--- src/rtl/deserializer_pkg.sv ---
// -----------------------------------------------------------------------------
// deserializer_pkg
//   Shared types and helpers for the deserializer_stream block.
//   - state_t     : assembly FSM states (FILL accepting beats, HOLD waiting
//                   for the output slot to free up).
//   - seg_index() : maps the running beat counter to the physical segment
//                   index, honouring the configured segment order.
//   - calc_cnt_w(): width needed to hold a segment count of 0..num_seg.
// -----------------------------------------------------------------------------
package deserializer_pkg;

    typedef enum logic {
        FILL = 1'b0,
        HOLD = 1'b1
    } state_t;

    // lsb_first=1: beat k goes to segment k (bits [k*IN_W +: IN_W]).
    // lsb_first=0: beat k goes to segment num_seg-1-k (first beat on top).
    function automatic int seg_index(input int ctr, input bit lsb_first, input int num_seg);
        return lsb_first ? ctr : (num_seg - 1 - ctr);
    endfunction

    function automatic int calc_cnt_w(input int num_seg);
        return $clog2(num_seg + 1);
    endfunction

endpackage

--- src/rtl/deser_out_slot.sv ---
// -----------------------------------------------------------------------------
// deser_out_slot
//   One-word output register slice. A load writes data/count/last and raises
//   o_valid; the registered word is held unchanged until the consumer takes it.
//   A take and a load in the same cycle keep o_valid high with the new word.
//
// Ports:
//   clk, reset_n        clock, asynchronous active-low reset
//   i_load              write a new word into the slot this cycle
//   i_data/i_count/
//   i_last              word contents to load
//   i_ready             consumer takes the word when o_valid is high
//   o_valid             slot holds a word
//   o_data/o_count/
//   o_last              registered word contents
// -----------------------------------------------------------------------------
module deser_out_slot #(
    parameter int OUT_W = 512,
    parameter int CNT_W = 5
) (
    input  logic             clk,
    input  logic             reset_n,
    input  logic             i_load,
    input  logic [OUT_W-1:0] i_data,
    input  logic [CNT_W-1:0] i_count,
    input  logic             i_last,
    input  logic             i_ready,
    output logic             o_valid,
    output logic [OUT_W-1:0] o_data,
    output logic [CNT_W-1:0] o_count,
    output logic             o_last
);

    logic             r_valid;
    logic [OUT_W-1:0] r_data;
    logic [CNT_W-1:0] r_count;
    logic             r_last;

    always_ff @(posedge clk or negedge reset_n) begin
        if (!reset_n) begin
            r_valid <= 1'b0;
            r_data  <= '0;
            r_count <= '0;
            r_last  <= 1'b0;
        end else if (i_load) begin
            r_valid <= 1'b1;
            r_data  <= i_data;
            r_count <= i_count;
            r_last  <= i_last;
        end else if (r_valid && i_ready) begin
            // Contents are left in place; only the valid flag drops.
            r_valid <= 1'b0;
        end
    end

    assign o_valid = r_valid;
    assign o_data  = r_data;
    assign o_count = r_count;
    assign o_last  = r_last;

endmodule

--- src/rtl/deserializer_stream.sv ---
// -----------------------------------------------------------------------------
// deserializer_stream
//   Packs IN_W-bit input beats into OUT_W-bit words. A completed word moves to
//   a one-word output slot so assembly of the next word can proceed while the
//   consumer stalls. in_last closes a partial word early; out_count reports
//   how many segments are valid and unfilled segments read as zero.
//
//   Handshake: a beat moves when in_valid && in_ready; a word moves when
//   out_valid && out_ready. Producers/consumers may assert valid/ready in any
//   order; nothing combinationally depends on the other side's valid except
//   in_ready, which depends only on state and reset.
//
// Ports:
//   clk, reset_n        clock, asynchronous active-low reset
//   in_valid/in_ready   input beat handshake
//   in_data, in_last    input beat and close-word flag
//   out_valid/out_ready output word handshake
//   out_data            assembled word
//   out_count           valid segments in out_data (1..NUM_SEG)
//   out_last            word was closed by in_last
//   dbg_state           current assembly FSM state
// -----------------------------------------------------------------------------
module deserializer_stream
    import deserializer_pkg::*;
#(
    parameter  int IN_W      = 32,
    parameter  int OUT_W     = 512,
    parameter  bit LSB_FIRST = 1'b1,
    localparam int NUM_SEG   = OUT_W / IN_W,
    localparam int SEG_CW    = (NUM_SEG > 1) ? $clog2(NUM_SEG) : 1,
    localparam int CNT_W     = calc_cnt_w(NUM_SEG)
) (
    input  logic             clk,
    input  logic             reset_n,
    input  logic             in_valid,
    output logic             in_ready,
    input  logic [IN_W-1:0]  in_data,
    input  logic             in_last,
    output logic             out_valid,
    input  logic             out_ready,
    output logic [OUT_W-1:0] out_data,
    output logic [CNT_W-1:0] out_count,
    output logic             out_last,
    output state_t           dbg_state
);

    if ((OUT_W % IN_W) != 0 || NUM_SEG < 2) begin : g_param_check
        $error("deserializer_stream: OUT_W must be a multiple of IN_W with at least 2 segments");
    end

    state_t           r_state;
    state_t           w_state_next;
    logic [OUT_W-1:0] r_asm;
    logic [SEG_CW-1:0] r_seg_ctr;
    logic [CNT_W-1:0] r_hold_cnt;
    logic             r_hold_last;

    logic [OUT_W-1:0] w_asm_wr;
    int               w_seg_idx;
    logic             w_accept;
    logic             w_seg_full;
    logic             w_complete;
    logic             w_slot_free;
    logic             w_release;
    logic             w_load;
    logic [OUT_W-1:0] w_load_data;
    logic [CNT_W-1:0] w_load_cnt;
    logic             w_load_last;

    // in_ready is forced low while reset is held, independent of state.
    assign in_ready    = reset_n && (r_state == FILL);
    assign w_accept    = in_valid && in_ready;
    assign w_seg_full  = (r_seg_ctr == SEG_CW'(NUM_SEG - 1));
    assign w_complete  = w_accept && (w_seg_full || in_last);
    assign w_slot_free = !out_valid || out_ready;
    // In HOLD the slot is necessarily occupied; a take frees it for the held word.
    assign w_release   = (r_state == HOLD) && out_valid && out_ready;
    assign w_load      = (w_complete && w_slot_free) || w_release;
    assign w_seg_idx   = seg_index(int'(r_seg_ctr), LSB_FIRST, NUM_SEG);
    assign dbg_state   = r_state;

    // Assembly buffer with the current beat merged into its segment.
    always_comb begin
        w_asm_wr = r_asm;
        w_asm_wr[w_seg_idx*IN_W +: IN_W] = in_data;
    end

    // Slot source: the held word when leaving HOLD, else the word completing now.
    always_comb begin
        w_load_data = w_asm_wr;
        w_load_cnt  = CNT_W'(r_seg_ctr) + CNT_W'(1);
        w_load_last = in_last;
        if (r_state == HOLD) begin
            w_load_data = r_asm;
            w_load_cnt  = r_hold_cnt;
            w_load_last = r_hold_last;
        end
    end

    always_comb begin
        w_state_next = r_state;
        case (r_state)
            FILL: if (w_complete && !w_slot_free) w_state_next = HOLD;
            HOLD: if (w_release)                  w_state_next = FILL;
            default:                              w_state_next = FILL;
        endcase
    end

    always_ff @(posedge clk or negedge reset_n) begin
        if (!reset_n) begin
            r_state <= FILL;
        end else begin
            r_state <= w_state_next;
        end
    end

    always_ff @(posedge clk or negedge reset_n) begin
        if (!reset_n) begin
            r_asm       <= '0;
            r_seg_ctr   <= '0;
            r_hold_cnt  <= '0;
            r_hold_last <= 1'b0;
        end else if (w_load) begin
            // Word has moved to the slot; start the next one from segment 0.
            r_asm     <= '0;
            r_seg_ctr <= '0;
        end else if (w_complete) begin
            // Slot busy: park the finished word here until HOLD releases it.
            r_asm       <= w_asm_wr;
            r_hold_cnt  <= CNT_W'(r_seg_ctr) + CNT_W'(1);
            r_hold_last <= in_last;
        end else if (w_accept) begin
            r_asm     <= w_asm_wr;
            r_seg_ctr <= r_seg_ctr + SEG_CW'(1);
        end
    end

    deser_out_slot #(
        .OUT_W (OUT_W),
        .CNT_W (CNT_W)
    ) u_out_slot (
        .clk     (clk),
        .reset_n (reset_n),
        .i_load  (w_load),
        .i_data  (w_load_data),
        .i_count (w_load_cnt),
        .i_last  (w_load_last),
        .i_ready (out_ready),
        .o_valid (out_valid),
        .o_data  (out_data),
        .o_count (out_count),
        .o_last  (out_last)
    );

endmodule

--- config.mk ---
export PLATFORM = sky130hd
export DESIGN_NAME = deserializer_stream
export DESIGN_NICKNAME = d
export VERILOG_FILES = /design/src/rtl/deserializer_pkg.sv /design/src/rtl/deser_out_slot.sv /design/src/rtl/deserializer_stream.sv
export SDC_FILE = /design/constraint.sdc
export NUM_CORES = 2
export LEC_CHECK = 0
export CORE_AREA = 2 2 506 257
export CTS_CLUSTER_DIAMETER = 200
export DETAILED_ROUTE_END_ITERATION = 10
export DIE_AREA = 0 0 508 259
export GPL_TIMING_DRIVEN = 0
export PLACE_DENSITY = 0.58
export SYNTH_ARGS = -nofsm -noshare
export SYNTH_HDL_FRONTEND = slang
export SYNTH_SLANG_ARGS = --single-unit
export TNS_END_PERCENT = 100
--- constraint.sdc ---
create_clock -name clk -period 6.8 [get_ports clk]
set_input_delay 1.7 -clock clk [delete_from_list [all_inputs] [get_ports clk]]
set_output_delay 1.7 -clock clk [all_outputs]
set_load 0.03 [all_outputs]
==> qor.csv <==
stage,metric,value,unit
power,p_sw_share,42.9,%
cts,cts_max_path_buffers,3,
global_routing,grt_remaining_overflow,0,
power,vdd_ir_drop_max,0.306,mV
floorplanning,rows,93,
cts,cts_tree,yes,
floorplanning,ios,558,
critical_path,r2r-end,u_out_slot.o_data[182]$_DFFE_PN0N_,
power,internal_power,0.0151,W
placed_design,place_area,52100,µm²
critical_path,critPathKind,input port to primary output,
critical_path,reg2regPathDepth,13,
placed_design,numPortBuffers,557,
routing,vias,35100,
cts,clockRootBuffer,clkbuf_16,
critical_path,worstPathRequired,5.10,ns
routing,dr_wl_met3,17500,µm
floorplanning,dieArea,132000,µm²
yosys,synthCells,4064,
yosys,syn_area,44200,µm²
power,power.clock.fraction,21.9,%
yosys,syn_nets,4104,
cts,clkSlewWorstSetupHoldPaths,0.06,ns
timing,fin_tns_setup,0,ns
power,power_density,477,nW/µm²
timing,rsz0062_at_grt,false,
cts,cts_buffers,98,
hold_path,min_path_type,register to register,
timing,hold_viol,0,
critical_path,end_kind,primary output,
timing,relSlewSlack,10.1,%
floorplanning,fp.dieH,259,µm
floorplanning,die_w,508,µm
routing,post_drt_wl_per_cell,27.1,µm
yosys,ys_seq_area_share,59.0,%
routing,ant_nets,0,
cts,h-tree-depth,3,
floorplanning,start_util,34.7,%
power,power.total,0.0265,W
routing,routed_wl,177000,µm
hold_path,hold_start,r_asm[504]$_DFFE_PN0P_,
yosys,yosysUniqueCellTypes,48,
yosys,ys_seq_elements,1042,
yosys,synth_edf_count,0,
yosys,synth_area_per_cell,10.9,µm²
placed_design,place_congestion,0.893,
finish,fin_nets,4770,
hold_path,whs_endpoint,r_asm[504]$_DFFE_PN0P_,
cts,cts_sinks,1042,
power,seq_power_share,34.3,%
routing,routed-wl-met2,72400,µm
floorplanning,coreArea,127000,µm²
routing,first_pass_iters,6,
critical_path,startpoint_type,input port,
finish,final_cell_area,55600,µm²
timing,tightest_slew,1.35,ns
finish,drive_gt1_share,8.24,%
timing,max_freq,0.163,GHz
routing,highest_layer,met4,
power,power_leakage,24.4,nW
placed_design,pre_cts_slack,0.543,ns
yosys,async_flop_share,100,%
global_routing,track_usage,26.5,%
yosys,ys_warn_count,0,
timing,period_minus_slack,6.14,ns
critical_path,path_max_fanout,156,
global_routing,grt_max_degree,174,
finish,syn2layout_area_growth,25.8,%
run_status,status,"complete, no violations",
hold_path,worstHoldPathCells,2,
global_routing,antenna_found_initial,17,
finish,fin_util,43.6,%
power,pwr-share-comb,43.7,%
timing,fin_skew,0.0318,ns
routing,drt-met1-wl,82600,µm
critical_path,rrSetupSlack,1.44,ns
run,max_cap_viol_count,0,
routing,drt_first_iter_violations,3206,
timing,setup_viol,0,
critical_path,crit_arrival,4.44,ns
yosys,synth_flop_cell,dfrtp_1,
routing,routed_via_density,5.36,
placed_design,hpwl,126000,µm
timing,fin_ws,0.662,ns
cts,cts_setup_buffers,0,
timing,drv_slew,0,
timing,finalCritPeriodShare,90.3,%
power,p_sw,0.0114,W
global_routing,grt_pass1_vias,34500,
critical_path,timing.rr.start,r_seg_ctr[0]$_DFFE_PN0P_,
cts,clk_latency,0.74,ns
cts,postCtsHoldBufs,0,
cts,cts-resized-gates,0,
routing,drc,0,
global_routing,grt_first_pass_wirelength,253000,µm
[routing by layer]
layer | up-vias | track usage [%]
met2 | 1345 | 36.0
met1 | 18000 | 39.1
met3 | 206 | 9.66
li1 | 15500 | -
met5 | - | 0
met4 | 0 | 7.60
[flip-flops by register name, summed over array words and instances, names as in the netlist]
name,count
r_seg_ctr,4
u_out_slot.o_count,5
u_out_slot.o_last,1
u_out_slot.o_valid,1
r_hold_last,1
dbg_state,1
r_asm,512
r_hold_cnt,5
u_out_slot.o_data,512
[layout by cell type, fill, tap and decap left out, types with 3 or more instances in the layout]
cell	Yosys	routed
a22o_1	225	225
clkbuf_2	0	18
buf_16	0	9
dfrtp_1	1042	1042
buf_4	18	19
nor3_2	7	7
o21ai_0	150	150
o2bb2ai_1	128	128
a21oi_1	549	549
ha_1	3	3
bufinv_16	0	5
clkbuf_16	0	98
o21ai_2	3	3
o21ai_1	36	36
clkinv_2	0	19
diode_2	0	27
nor2b_1	5	5
a31oi_1	3	3
buf_6	13	13
nand2_1	301	301
inv_1	6	6
nand3b_1	3	3
clkbuf_8	0	28
mux2i_1	480	480
and2_1	100	100
buf_2	120	120
and3_1	38	38
nor2_2	29	29
nand2b_1	5	5
nand3_1	5	5
clkbuf_1	192	191
clkdlybuf4s50_1	0	556
buf_1	26	26
a21oi_2	9	9
nor2_1	540	540
clkinv_16	0	4
nor3_1	4	4
[critical path, cell delays in order]
cell	delay, ns
buf_16	0.31
buf_16	0.53
buf_16	0.57
nor2b_1	0.33
clkdlybuf4s50_1	0.72
[worst max path at each step]
stage / start / end / cells after the start
after global routing: reset_n / in_ready / 5
after detailed placement: reset_n / u_out_slot.o_data[375]$_DFFE_PN0N_ / 10
after global placement: reset_n / u_out_slot.o_data[164]$_DFFE_PN0N_ / 1
final: reset_n / in_ready / 5
after CTS: reset_n / in_ready / 5
after floorplan: reset_n / in_ready / 1
[stage by stage]
step / std cells / hold WS (ns)
6_report: 6545 / 0.480
5_1_grt: 6522 / 0.498
4_1_cts: 6516 / 0.484
3_5_place_dp: 6338 / 0.465
3_3_place_gp: 6331 / 0.457
2_1_floorplan: 4064 / 0.445
[power groups by stage]
stage	Combinational [W]	Sequential (W)	Clock [W]
6_report	0.0116	0.00911	0.00582
5_1_grt	0.0123	0.00929	0.00618
4_1_cts	0.0116	0.00913	0.00591
3_5_place_dp	0.0116	0.00922	0
3_3_place_gp	0.0114	0.00928	0
2_1_floorplan	0.00319	0.0120	0
[cells in the mapped netlist, types with 2 or more instances]
cell type | n | area (µm²)
dfrtp_1 | 1042 | 26100
a21oi_1 | 549 | 2750
nor2_1 | 540 | 2030
mux2i_1 | 480 | 4800
nand2_1 | 301 | 1130
a22o_1 | 225 | 1970
clkbuf_1 | 192 | 721
o21ai_0 | 150 | 751
o2bb2ai_1 | 128 | 1120
buf_2 | 120 | 601
and2_1 | 100 | 626
and3_1 | 38 | 238
o21ai_1 | 36 | 180
nor2_2 | 29 | 181
buf_1 | 26 | 97.6
buf_4 | 18 | 135
buf_6 | 13 | 146
a21oi_2 | 9 | 78.8
nor3_2 | 7 | 70.1
inv_1 | 6 | 22.5
nand2b_1 | 5 | 31.3
nand3_1 | 5 | 25.0
nor2b_1 | 5 | 31.3
nor3_1 | 4 | 20.0
a31oi_1 | 3 | 18.8
ha_1 | 3 | 37.5
nand3b_1 | 3 | 22.5
o21ai_2 | 3 | 26.3
a211oi_1 | 2 | 15.0
nor4_4 | 2 | 42.5
or3_1 | 2 | 12.5
xnor2_1 | 2 | 17.5
[layout make-up]
type / instances / area [µm²]
clock inverters: 35 / 454
clock buffers: 143 / 2900
repair buffers: 566 / 5820
well taps: 1710 / 2140
multi-input cells: 2647 / 16400
diodes: 27 / 67.6
inverters: 6 / 22.5
flip-flops and latches: 1042 / 26100
fillers: 12000 / 71800
plain buffers: 369 / 1720
[cell families (layout without fill, tap and decap cells)]
kind of cell / count (synthesis) / after routing / share of synthesized area, %
xor+xnor: 3 / 3 / 0.0595
buf+inv: 375 / 1119 / 3.90
compound gates: 1109 / 1109 / 15.7
flops: 1042 / 1042 / 59.0
fa+ha+maj: 3 / 3 / 0.0850
simple gates: 1051 / 1051 / 10.3
other cells: 0 / 27 / 0
mux: 481 / 481 / 10.9
(Power assumes the default switching activity.)
